[config.mk]
export PLATFORM = sky130hd
export DESIGN_NAME = paicore_reqack_rx64
export DESIGN_NICKNAME = d
export VERILOG_FILES = /design/src/rtl/paicore_reqack_rx64.sv
export SDC_FILE = /design/constraint.sdc
export NUM_CORES = 1
export LEC_CHECK = 0
export ABC_AREA = 1
export ABC_CLOCK_PERIOD_IN_PS = 3900
export CAP_MARGIN = 0
export CORE_MARGIN = 10
export CORE_UTILIZATION = 25
export CTS_BUF_LIST = sky130_fd_sc_hd__clkbuf_4 sky130_fd_sc_hd__clkbuf_8
export DETAILED_ROUTE_END_ITERATION = 7
export SLEW_MARGIN = 40
export SYNTH_ARGS = -nofsm -noshare
export SYNTH_HDL_FRONTEND = slang
export SYNTH_SLANG_ARGS = --single-unit
[constraint.sdc]
create_clock -name clk -period 3.9 [get_ports clk]
set_input_delay 0.39 -clock clk [delete_from_list [all_inputs] [get_ports clk]]
set_output_delay 0.39 -clock clk [all_outputs]
set_load 0.03 [all_outputs]
[src/rtl/paicore_reqack_rx64.sv]
// paicore_reqack_rx64
//   Upstream stage of the PAICORE receive path. It terminates the chip's
//   4-phase request/acknowledge 32-bit output bus and pairs consecutive
//   words into 64-bit frames. Frames go out on a valid/ready stream through
//   a 2-entry FIFO. When the FIFO is full, acknowledge is withheld, which
//   stalls the chip.
//
//   Optional feature macro: PAICORE_RX_FRAME_CNT_EN
//     defined   -> 32-bit frame_cnt counts pushed frames (wraps)
//     undefined -> frame_cnt tied to 0, no counter logic
//
// Parameters
//   SYNC_STAGES     request synchronizer depth (2..4)
//   HI_FIRST        1: first word of a pair -> tdata[63:32]; 0: -> tdata[31:0]
//   TIMEOUT_CYCLES  cycles waited for the second word of a pair (2..65535)
//
// Ports
//   clk, rst         clock, synchronous active-high reset
//   din[31:0]        chip data word, stable while request=1
//   request          chip 4-phase request (asynchronous)
//   acknowledge      registered 4-phase acknowledge to chip
//   m_axis_tready    downstream ready
//   m_axis_tvalid    frame valid (FIFO not empty)
//   m_axis_tdata     FIFO head frame
//   frame_cnt[31:0]  frames pushed since reset (0 when feature disabled)
//   half_frame_err   1-cycle pulse when a partial pair is discarded on timeout
module paicore_reqack_rx64 #(
    parameter int SYNC_STAGES    = 2,
    parameter int HI_FIRST       = 1,
    parameter int TIMEOUT_CYCLES = 1024
) (
    input  logic        clk,
    input  logic        rst,
    input  logic [31:0] din,
    input  logic        request,
    output logic        acknowledge,
    input  logic        m_axis_tready,
    output logic        m_axis_tvalid,
    output logic [63:0] m_axis_tdata,
    output logic [31:0] frame_cnt,
    output logic        half_frame_err
);

    typedef enum logic {WAIT_REQ, WAIT_REL} state_t;

    state_t                 state, state_nx;
    logic [SYNC_STAGES-1:0] req_sync;
    logic                   req_s;
    logic                   idx;
    logic [31:0]            word0;
    logic [15:0]            tcnt;
    logic                   capture, release_req, push, pop, tmo_run, timeout;
    logic [63:0]            pair;
    logic [63:0]            mem [2];
    logic                   wr_ptr, rd_ptr;
    logic [1:0]             count;

    // Request synchronizer; the chain is cleared on reset so a request still
    // high afterwards re-synchronizes and is handled as a new first word.
    always_ff @(posedge clk) begin
        if (rst) req_sync <= '0;
        else     req_sync <= {req_sync[SYNC_STAGES-2:0], request};
    end
    assign req_s = req_sync[SYNC_STAGES-1];

    // Handshake FSM. A capture is refused while the FIFO is full, for either
    // word of a pair, so a push can never hit a full FIFO.
    always_comb begin
        state_nx    = state;
        capture     = 1'b0;
        release_req = 1'b0;
        case (state)
            WAIT_REQ: if (req_s && count != 2'd2) begin
                capture  = 1'b1;
                state_nx = WAIT_REL;
            end
            WAIT_REL: if (!req_s) begin
                release_req = 1'b1;
                state_nx    = WAIT_REQ;
            end
            default: state_nx = WAIT_REQ;
        endcase
    end

    always_ff @(posedge clk) begin
        if (rst) begin
            state       <= WAIT_REQ;
            acknowledge <= 1'b0;
        end else begin
            state       <= state_nx;
            acknowledge <= (state_nx == WAIT_REL);
        end
    end

    // Second-word timeout: runs only while waiting for word 1 and the FIFO
    // has room (a downstream stall must not count as a chip fault). A capture
    // in the same cycle wins over the timeout.
    assign tmo_run = (state == WAIT_REQ) && idx && (count != 2'd2);
    assign timeout = tmo_run && !capture && (tcnt == 16'(TIMEOUT_CYCLES - 1));

    always_ff @(posedge clk) begin
        if (rst || capture || timeout) tcnt <= '0;
        else if (tmo_run)              tcnt <= tcnt + 16'd1;
    end

    always_ff @(posedge clk) begin
        if (rst) begin
            idx            <= 1'b0;
            word0          <= '0;
            half_frame_err <= 1'b0;
        end else begin
            half_frame_err <= timeout;
            if (capture && !idx) word0 <= din;
            // Timeout drops the partial pair; the next capture overwrites word0.
            if (timeout)          idx <= 1'b0;
            else if (release_req) idx <= ~idx;
        end
    end

    assign push = capture && idx;
    assign pair = (HI_FIRST != 0) ? {word0, din} : {din, word0};

    // 2-entry FIFO
    assign pop = (count != 2'd0) && m_axis_tready;

    always_ff @(posedge clk) begin
        if (rst) begin
            mem[0] <= '0;
            mem[1] <= '0;
            wr_ptr <= 1'b0;
            rd_ptr <= 1'b0;
            count  <= '0;
        end else begin
            if (push) begin
                mem[wr_ptr] <= pair;
                wr_ptr      <= ~wr_ptr;
            end
            if (pop) rd_ptr <= ~rd_ptr;
            count <= count + {1'b0, push} - {1'b0, pop};
        end
    end

    assign m_axis_tvalid = (count != 2'd0);
    assign m_axis_tdata  = mem[rd_ptr];

`ifdef PAICORE_RX_FRAME_CNT_EN
    logic [31:0] fcnt;
    always_ff @(posedge clk) begin
        if (rst)       fcnt <= '0;
        else if (push) fcnt <= fcnt + 32'd1;
    end
    assign frame_cnt = fcnt;
`else
    assign frame_cnt = 32'd0;
`endif

endmodule

# After elaboration in Yosys (flattened, before gate mapping)
# Memory sizes are Yosys's and may differ from the RTL's. A register that Yosys moved wholly into a read port is not among the register bits.
# Index checks and enable logic that the tools add are counted.
[classes] add_sub_neg=3 mul=0 n_div=0 magnitude_cmp=0 eq_ne=2 n_shift=0 n_mux=16 bitwise_logic=4 n_reduce_logical=15
[op_table] operator="$mux 64" n=1
[op_table] operator="$reduce_or 64->1" n=1
[op_table] operator="$add 16x1->16 const B" n=1
[op_table] operator="$eq 16x10->1 const B" n=1
[op_table] operator="$mux 1" n=14
[op_table] operator="$logic_and 1x1->1" n=8
[op_table] operator="$not 1->1" n=4
[op_table] operator="$add 2x1->2" n=1
[op_table] operator="$logic_not 1->1" n=2
[op_table] operator="$logic_or 1x1->1" n=2
[op_table] operator="$ne 2x2->1 const B" n=1
[op_table] operator="$pmux 1 s2" n=1
[op_table] operator="$reduce_bool 2->1" n=1
[op_table] operator="$reduce_or 2->1" n=1
[op_table] operator="$sub 2x1->2" n=1
[totals] regBits=57 latch_bits=0 mem_bits_rw=128 romBits=0 input_bits=36 output_inout_bits=99 word_cells=50 mem_count=1
[memory_table] memory="mem" depth=2 width=64 rd=1 rd_clocked_by_memory_dff=1 write_ports=2 line_no="54" rtl="logic [63:0] mem [2];"

# Longest topological paths before layout
# Gate-level depths: netlist of the first run.
[depth] ltp_word=10 depth_mapped=10 depth_no_buf=10

# Worst setup path after synthesis of the first run
# OpenSTA, ideal clock, no wires.
[synth_timing] path_type="reg2reg" start="reg state" end="mem mem[0][0] (enable)" setup_ns=0.424 arrival_ns=2.724 required_time_ns=3.476 slack_ns=0.753 stages_incl_launch_ff=10 n_path_buf=2 synth_period_minus_slack_ns=3.147 cell_sequence="dfxtp_1 > nor2_4 > nand2_4 > nor2_4 > inv_2 > nor2_2 > nand2_1 > buf_6 > buf_6 > nand2_1"
[synth_rtl] item="start: declaration" line_no="46" rtl="state_t state, state_nx;"
[synth_rtl] item="start signal: assignment" line_no="90" rtl="state <= state_nx;"
[synth_rtl] item="end: declaration" line_no="54"

==> flow_metrics.py, run 1 <==
metrics = {
    "sta": {
        "post-route-period-util_pct": 67.52,
        "post-route-min-period_ps": 2633,
        "tightest_slew_ps": 831.8,
        "setup_viol": 0,
        "max_clock_freq_mhz": 379.7,
        "setup_ws_ps": 1267,
        "rsz0062_at_grt": "no",
        "hold_violations": 0,
        "maxSlewViolCount": 0,
        "skew_ps": 15.38,
        "timing.slew.headroom_pct": 44.55,
        "tns_ps": 0,
    },
    "cts": {
        "clk_path_buf_depth": 2,
        "postCtsHoldBufs": 0,
        "cts_setup_buffers": 0,
        "cts-root-buf": "clkbuf_8",
        "clock_latency_ps": 460,
        "cts_buffers": 17,
        "cts_sinks": 186,
        "cts_tree": "built",
        "cts.clk_slew.worst_paths_ps": 110,
        "cts_resized": 0,
        "cts-htree-levels": 4,
    },
    "grt": {
        "antenna_found_initial": 0,
        "overflow": 0,
        "grt_pass1_vias": 5450,
        "grt_pass1_wl_um": 29790,
        "grt.total_usage_pct": 9.182,
        "grt_max_degree": 65,
    },
    "placed_design": {
        "dp_cells": 1267,
        "postPlaceCellArea_um2": 9697,
        "place_hpwl_um": 12540,
        "io_buffer_count": 102,
        "dp_slack_ps": 1129,
        "place.gp.congestion": 0.8005,
    },
    "logic_synthesis": {
        "synthTopCellsByArea": "edfxtp_1 46%, dfxtp_1 14%, mux2_2 8.7%",
        "ys.flop_type": "edfxtp_1",
        "ys_seq_area_share_pct": 60.39,
        "synth_top_cell_by_area": "edfxtp_1",
        "syn_area_um2": 8288,
        "synth-edff-count": 128,
        "ys_ff_latch": 186,
        "synth-async-reset-ratio_pct": 0,
        "synth_top_cell_area_share_pct": 46.38,
        "yosysUniqueCellTypes": 26,
        "netlist_instances": 748,
        "yosysWarnings": 0,
        "avgSynthCellArea_um2": 11.08,
    },
    "power_and_ir_drop": {
        "p_per_area_nw_per_um2": 433.1,
        "ir_drop_v": 0.0001742,
        "power_leakage_nw": 3.626,
    },
    "detailed_routing": {
        "drt_iter0_markers": 284,
        "drc": 0,
        "drt-total-wl_um": 18930,
        "viasPerCell": 4.003,
        "ant_nets": 0,
        "wl_per_cell_um": 14.58,
        "num_vias": 5200,
        "first_pass_iters": 4,
    },
    "outcome": {
        "outcome": "finished clean",
    },
    "critical_path": {
        "critPathCaptureType": "output port",
        "worst-setup-path-type": "flip-flop to output port",
        "cp_max_fo": 28,
        "start_kind": "flip-flop",
        "cp.required_ps": 3510,
        "crit_arrival_ps": 2240,
    },
    "finish": {
        "fin_nets": 882,
        "fill_cells": 3311,
        "diodes": 0,
        "fin_area_um2": 10100,
        "syn_to_final_growth_pct": 21.86,
        "multiInputGateArea_um2": 2660,
        "final_cells": 1299,
        "seq_area_um2": 5009,
        "drive_gt1_share_pct": 18.09,
    },
    "die": {
        "core-area_um2": 32620,
        "num_rows": 66,
        "fp.dieH_um": 202.1,
        "die_x_um": 202.1,
        "die_area_um2": 40830,
        "start_util_pct": 25.41,
        "boundaryPins": 135,
    },
    "run": {
        "drv_cap": 0,
    },
    "min_path": {
        "holdCritPathClass": "flip-flop to flip-flop",
    },
}
==> kinds of logic after synthesis <==
group | share of synthesized area [%]
simple gates | 15.47
flops | 60.39
buf+inv | 9.481
compound gates | 5.193
mux | 8.696
xor+xnor | 0.4228
fa+ha+maj | 0.3019
other cells | 0.04525
==> metal layers <==
| layer | routed length [um] | GRT usage (%) |
|---|---|---|
| met3 | 913 | 2.655 |
| met5 | 0 | 0 |
| met1 | 8515 | 10.85 |
| met2 | 9384 | 16.11 |
| met4 | 121 | 2.013 |
==> synthesized netlist by cell type (2+ instances only) <==
cell      instances
buf_2            16
inv_2             2
nand2_1          55
buf_4            32
buf_8             3
mux2_2           64
nand3b_1          3
inv_1            93
nand4_1           5
ha_1              2
dfxtp_1          58
a21oi_1          46
clkbuf_1         11
edfxtp_1        128
nor2_4           40
nand3_1          17
nor2_1          125
o21ai_0          37
buf_6             2
xor2_1            3
==> power by group <==
part / switching (W) / internal (W)
sequential: 0.0000392 / 0.00218
combinational: 0.000507 / 0.000341
clock: 0.000812 / 0.000495
total: 0.00136 / 0.00302
==> placed cells by master (no fill, tap or decap), types with 2 or more instances in the layout <==
master / netlist / routed
inv_1: 93 / 92
nand4_1: 5 / 5
nand2_4: 1 / 3
nand3b_1: 3 / 3
clkinv_4: 0 / 2
xor2_1: 3 / 3
conb_1: 1 / 32
inv_6: 0 / 2
clkinv_8: 0 / 2
nand2_1: 55 / 51
nor2_1: 125 / 125
mux2_2: 64 / 64
dfxtp_1: 58 / 57
clkbuf_8: 0 / 17
o21ai_0: 37 / 37
buf_4: 32 / 5
clkdlybuf4s50_1: 0 / 102
inv_8: 0 / 5
nand3_1: 17 / 16
nor2_4: 40 / 40
inv_12: 0 / 2
inv_2: 2 / 3
edfxtp_1: 128 / 128
buf_12: 0 / 3
ha_1: 2 / 2
a21oi_1: 46 / 46
==> through the flow <==
step	utilization, %	power, W	hold WS, ps
final	30.96	0.004374	409.2
after global routing	30.96	0.004579	428.7
after CTS	30.96	0.004454	404.0
after detailed placement	29.73	0.003128	395.0
after global placement	29.58	0.003105	406.9
after floorplan	-	0.002828	388.3
==> worst paths after layout <==
| kind | from | cells after the start | to | slack (ps) |
|---|---|---|---|---|
| worst max register to register | count[0] | 9 | mem[0][20] | 1560 |
| worst min-delay path | req_sync[0] | 2 | req_sync[1] | 410 |
| worst min register to register | req_sync[0] | 2 | req_sync[1] | 410 |
| worst max-delay path | flip-flop | 3 | m_axis_tdata[2] | 1270 |
==> sequential cells by signal, summed over array words and instances (netlist names), named ones only <==
| signal | flops |
|---|---|
| idx | 1 |
| req_sync | 2 |
| wr_ptr | 1 |
| half_frame_err | 1 |
| tcnt | 16 |
| state | 1 |
| rd_ptr | 1 |
| word0 | 32 |
| count | 2 |
| mem | 128 |
==> layout make-up <==
cell class,count,area share (%)
well taps,442,5.476
inverters,95,3.531
clock buffers,17,2.317
multi-input cells,434,26.34
flip-flops and latches,186,49.59
clock inverters,15,1.672
repair buffers,110,11.08
==> critical path: stages (launching register included) <==
cell and delay (ps):
dfxtp_4 530, buf_12 240, mux2_2 400, clkdlybuf4s50_1 610
Power figures use the tool's default switching activity.
==> run 2: changes to the inputs <==
--- a/config.mk
+++ b/config.mk
@@ -6,7 +6,7 @@
 export NUM_CORES = 1
 export LEC_CHECK = 0
 export ABC_AREA = 1
-export ABC_CLOCK_PERIOD_IN_PS = 3900
+export ABC_CLOCK_PERIOD_IN_PS = 2400
 export CAP_MARGIN = 0
 export CORE_MARGIN = 10
 export CORE_UTILIZATION = 25
==> constraint.sdc (replaced) <==
create_clock -name clk -period 2.4 [get_ports clk]
set_input_delay 0.24 -clock clk [delete_from_list [all_inputs] [get_ports clk]]
set_output_delay 0.24 -clock clk [all_outputs]
set_load 0.03 [all_outputs]
==> run 2 against run 1 <==
Compared with the run above: first-iteration DRC count is 24% lower; sequential power up 62%; register-to-register slack got worse by 1100 ps; via count down 0.19%; combinational power rose by 62%; utilization up 0.44 points; clock power is 63% higher; cell count up 0.85%.
==> flow_metrics.py, run 2 (same netlist as run 1, synthesis figures left out) <==
metrics = {
    "detailed_routing": {
        "ant_nets": 0,
        "drt_iter0_markers": 217,
        "viasPerCell": 3.962,
        "num_vias": 5190,
        "drt-total-wl_um": 18730,
        "wl_per_cell_um": 14.29,
        "drc": 0,
        "first_pass_iters": 4,
    },
    "placed_design": {
        "place.gp.congestion": 0.7350,
        "postPlaceCellArea_um2": 9776,
        "io_buffer_count": 102,
        "place_hpwl_um": 12890,
    },
    "sta": {
        "rsz0062_at_grt": "no",
        "hold_violations": 0,
        "post-route-period-util_pct": 95.62,
        "setup_viol": 0,
        "tns_ps": 0,
        "maxSlewViolCount": 0,
        "tightest_slew_ps": 541.9,
        "skew_ps": 19.22,
        "timing.slew.headroom_pct": 63.78,
        "max_clock_freq_mhz": 435.7,
        "post-route-min-period_ps": 2295,
    },
    "finish": {
        "seq_area_um2": 5009,
        "drive_gt1_share_pct": 19.15,
        "multiInputGateArea_um2": 2651,
        "final_cell_mix": "128 x edfxtp_1, 125 x nor2_1, 92 x inv_1",
        "syn_to_final_growth_pct": 23.61,
        "fill_cells": 3331,
        "fin_area_um2": 10240,
        "regMostFlops": "mem",
        "largest_register_ffs": 128,
        "top_regs": "mem: 128 flops, word0: 32 flops, tcnt: 16 flops",
        "layout_commonest_cell": "edfxtp_1",
        "fin_nets": 892,
    },
    "die": {
        "die_x_um": 202.1,
        "fp.dieH_um": 202.1,
        "core-area_um2": 32620,
        "boundaryPins": 135,
        "die_area_um2": 40830,
        "start_util_pct": 25.41,
        "num_rows": 66,
    },
    "cts": {
        "cts_buffers": 17,
        "cts-root-buf": "clkbuf_8",
        "postCtsHoldBufs": 0,
        "cts_tree": "built",
        "cts.clk_slew.worst_paths_ps": 100,
        "cts-htree-levels": 4,
        "cts_sinks": 186,
        "clock_latency_ps": 470,
        "clk_path_buf_depth": 2,
    },
    "critical_path": {
        "cp_max_fo": 9,
        "worst-setup-path-type": "flip-flop to output port",
        "cp-endpoint": "m_axis_tdata[3]",
        "crit_arrival_ps": 2050,
        "r2r_end": "mem[0][10]",
        "cp.required_ps": 2160,
        "ff2ff_path_depth": 9,
        "r2r_setup_slack_ps": 470,
        "timing.rr.start": "count[0]",
        "start_kind": "flip-flop",
        "critPathCaptureType": "output port",
    },
    "power_and_ir_drop": {
        "power_leakage_nw": 4.095,
        "p_per_area_nw_per_um2": 692.6,
        "ir_drop_v": 0.0002666,
    },
    "grt": {
        "grt_pass1_wl_um": 29330,
        "grt_max_degree": 65,
        "antenna_found_initial": 4,
        "grt.total_usage_pct": 9.135,
        "grt_pass1_vias": 5170,
        "overflow": 0,
    },
    "run": {
        "drv_cap": 0,
    },
    "outcome": {
        "outcome": "finished clean",
    },
    "min_path": {
        "holdCritPathClass": "input pin to flip-flop",
    },
}
==> run 2: cell count changes in the layout (fill, tap and decap cells not counted), sizes merged <==
| cell | delta |
|---|---|
| dlygate4sd2 | +30 |
| buf | +11 |
| diode | +1 |
| dlymetal6s2s | +26 |
| clkdlybuf4s50 | -57 |
==> run 2: routing by layer <==
layer / global-route usage (%) / vias up / part of all wire, %
li1: - / 2607 / -
met1: 11.51 / 2437 / 45
met2: 14.49 / 122 / 47
met3: 3.374 / 18 / 6.6
met4: 2.255 / 6 / 0.79
met5: 0 / - / 0.24
==> run 2: cell type report <==
type | instances | share of cell area, %
clock buffers | 17 | 2.284
diodes | 1 | 0.02443
clock inverters | 15 | 1.783
repair buffers | 120 | 12.26
multi-input cells | 434 | 25.88
flip-flops and latches | 186 | 48.89
inverters | 95 | 3.481
well taps | 442 | 5.398
==> run 2: timing repair <==
item                                    4_1_cts  5_1_grt
hold endpoints to repair                      0        0
resized for setup                            30       26
setup buffers                                 3        0
endpoints found under the setup margin       52       26
cloned                                        0        0
==> run 2: metrics by stage <==
step | hold slack [ps] | setup slack (ps) | instances | util (%) | power (W)
3_5_place_dp | 394.2 | 401.8 | 1274 | 29.97 | 0.005102
3_3_place_gp | 402.6 | 398.6 | 1274 | 29.97 | 0.005098
2_1_floorplan | 311.2 | 218.7 | 779 | - | 0.004593
5_1_grt | 287.8 | 1.879 | 1310 | 31.41 | 0.007429
6_report | 294.3 | 105.1 | 1310 | 31.41 | 0.007095
4_1_cts | 261.8 | 0.7279 | 1309 | 31.20 | 0.007211
==> run 2: worst max-delay path: stages (launching register included) <==
cell	delay (ps)
dfxtp_4	460
buf_4	150
mux2_2	330
clkdlybuf4s50_1	660
==> run 2: worst min path at each step <==
stage                startpoint          end  slack, ps  cells after the start
floorplan                   rst  req_sync[0]        310                      1
global placement    req_sync[0]  req_sync[1]        400                      2
detailed placement  req_sync[0]  req_sync[1]        390                      2
CTS                     request  req_sync[0]        260                      3
global route            request  req_sync[0]        290                      3
finish                  request  req_sync[0]        290                      3
==> run 2: power breakdown <==
part           leakage, nW  switching (W)  internal [W]
Clock                0.207        0.00132      0.000814
Sequential            1.79      0.0000538       0.00354
Combinational         2.09       0.000840      0.000526
Total                 4.10        0.00221       0.00488
==> run 3: changes to the inputs <==
--- a/config.mk
+++ b/config.mk
@@ -8,10 +8,15 @@
 export ABC_AREA = 1
 export ABC_CLOCK_PERIOD_IN_PS = 2400
 export CAP_MARGIN = 0
+export CELL_PAD_IN_SITES_DETAIL_PLACEMENT = 1
+export CELL_PAD_IN_SITES_GLOBAL_PLACEMENT = 1
 export CORE_MARGIN = 10
 export CORE_UTILIZATION = 25
 export CTS_BUF_LIST = sky130_fd_sc_hd__clkbuf_4 sky130_fd_sc_hd__clkbuf_8
 export DETAILED_ROUTE_END_ITERATION = 7
+export DONT_BUFFER_PORTS = 1
+export GPL_ROUTABILITY_DRIVEN = 0
+export PLACE_DENSITY_LB_ADDON = 0.1
 export SLEW_MARGIN = 40
 export SYNTH_ARGS = -nofsm -noshare
 export SYNTH_HDL_FRONTEND = slang
==> run 3 against run 2 <==
Compared with the run above: clock power rose by 5%; largest power group unchanged; sequential share of layout area rose by 4.0 points; utilization fell by 2.4 points; register-to-register slack got worse by 90 ps; global-route usage rose by 1.6 points; largest cell class unchanged.
==> flow_metrics.py, run 3 (same netlist as run 1, synthesis figures left out) <==
metrics = {
    "run": {
        "drv_cap": 0,
    },
    "critical_path": {
        "worst-path-buf-inv": 1,
        "r2r_setup_slack_ps": 380,
        "path_cells": "buf_4 -> mux2_2",
        "worst-setup-path-type": "flip-flop to output port",
        "cp.required_ps": 2160,
        "start_kind": "flip-flop",
        "cp_max_fo": 19,
        "critPathCaptureType": "output port",
        "cpLargestDelayFamily": "flip-flops",
        "cpPeakStageDelay_ps": 500,
        "cp_slowest_cell": "dfxtp_4",
        "crit_arrival_ps": 1810,
    },
    "sta": {
        "max_clock_freq_mhz": 488.0,
        "hold_violations": 0,
        "post-route-period-util_pct": 85.39,
        "maxSlewViolCount": 0,
        "rsz0062_at_grt": "no",
        "tns_ps": 0,
        "setup_viol": 0,
        "skew_ps": 19.34,
        "timing.slew.headroom_pct": 54.97,
        "tightest_slew_ps": 673.9,
        "post-route-min-period_ps": 2049,
        "hold_ws_ps": 69.37,
    },
    "detailed_routing": {
        "ant_nets": 0,
        "drc": 0,
        "drt_iter0_markers": 164,
        "wl_per_cell_um": 17.50,
        "drt-total-wl_um": 21590,
        "first_pass_iters": 4,
        "viasPerCell": 4.136,
        "num_vias": 5104,
    },
    "grt": {
        "overflow": 0,
        "grt_pass1_wl_um": 33470,
        "antenna_found_initial": 0,
        "grt_pass1_vias": 5608,
        "grt_max_degree": 66,
        "grt.total_usage_pct": 10.72,
    },
    "placed_design": {
        "io_buffer_count": 0,
        "place_hpwl_um": 14300,
    },
    "finish": {
        "syn_to_final_growth_pct": 14.27,
        "drive_gt1_share_pct": 19.70,
        "regMostFlops": "mem",
        "fin_nets": 817,
        "layout_commonest_cell": "edfxtp_1",
        "largest_register_ffs": 128,
        "fill_cells": 3644,
        "diodes": 0,
        "final_cell_mix": "128 x edfxtp_1, 125 x nor2_1, 92 x inv_1",
        "top_regs": "mem: 128 flops, word0: 32 flops, tcnt: 16 flops",
    },
    "power_and_ir_drop": {
        "p_per_area_nw_per_um2": 739.1,
        "power_leakage_nw": 3.415,
        "ir_drop_v": 0.0002888,
        "finalPower_w": 0.007000,
    },
    "cts": {
        "cts-htree-levels": 4,
        "clock_latency_ps": 480,
        "cts_buffers": 17,
        "cts_resized": 0,
        "clk_path_buf_depth": 2,
        "cts_tree": "built",
        "cts_sinks": 186,
        "cts.clk_slew.worst_paths_ps": 90,
        "cts-root-buf": "clkbuf_8",
    },
    "die": {
        "boundaryPins": 135,
        "core-area_um2": 32620,
        "die_area_um2": 40830,
        "fp.dieH_um": 202.1,
        "die_x_um": 202.1,
        "start_util_pct": 25.41,
        "num_rows": 66,
    },
    "min_path": {
        "holdCritPathClass": "input pin to flip-flop",
    },
    "outcome": {
        "outcome": "finished clean",
    },
}
==> run 3: cell types whose count changed in the layout (fill, tap and decap cells not counted), sizes merged <==
cell	before	now
buf	19	11
inv	104	97
dlymetal6s2s	26	0
bufinv	0	3
diode	1	0
clkdlybuf4s50	45	0
dlygate4sd2	30	0
dlygate4sd3	0	34
clkbuf	17	20
clkinvlp	1	2
==> run 3: power breakdown <==
group / switching (W) / leakage (nW) / total, W / internal (W)
clock: 0.00116 / 0.205 / 0.00224 / 0.00108
combinational: 0.000834 / 1.41 / 0.00115 / 0.000318
sequential: 0.0000618 / 1.79 / 0.00360 / 0.00354
==> run 3: worst paths after layout <==
path,from,depth (start not counted),end
setup / recovery,flip-flop,2,m_axis_tdata[39]
hold / removal,m_axis_tready,3,rd_ptr
setup reg to reg,count[0],9,mem[0][22]
hold reg to reg,req_sync[0],2,req_sync[1]
==> run 3: repair_timing <==
item | in CTS | in global routing
hold buffers | 34 | 0
buffers inserted | 0 | 0
hold endpoints to repair | 99 | 0
==> run 3: per-layer routing <==
layer | GRT usage [%] | up-vias | part of all wire, %
met5 | 0 | - | 0
met4 | 3.007 | 0 | 1.0
met3 | 3.150 | 13 | 4.2
met2 | 18.69 | 77 | 51
met1 | 12.49 | 2565 | 44
li1 | - | 2449 | -
==> run 3: tightest hold or removal path, stage by stage <==
cell	delay [ps]
nand2_1	40
inv_1	130
a21oi_1	80
==> run 3: cell type report <==
type | count | area [um2] | share of cell area (%)
clock buffers | 20 | 262.8 | 2.774
clock inverters | 12 | 148.9 | 1.572
inverters | 95 | 356.6 | 3.765
multi-input cells | 434 | 2651 | 28.00
flip-flops and latches | 186 | 5009 | 52.89
well taps | 442 | 553.0 | 5.840
repair buffers | 45 | 489.2 | 5.166
==> run 3: through the flow <==
stage | utilization, % | cells | worst slack (ps) | area (um2)
after floorplan | - | 779 | 218.7 | 8419
after global placement | 26.72 | 1168 | 421.4 | 8715
after detailed placement | 26.72 | 1168 | 360.8 | 8715
after CTS | 29.02 | 1234 | 251.4 | 9467
after global routing | 29.03 | 1234 | 203.5 | 9470
final | 29.03 | 1234 | 350.7 | 9470
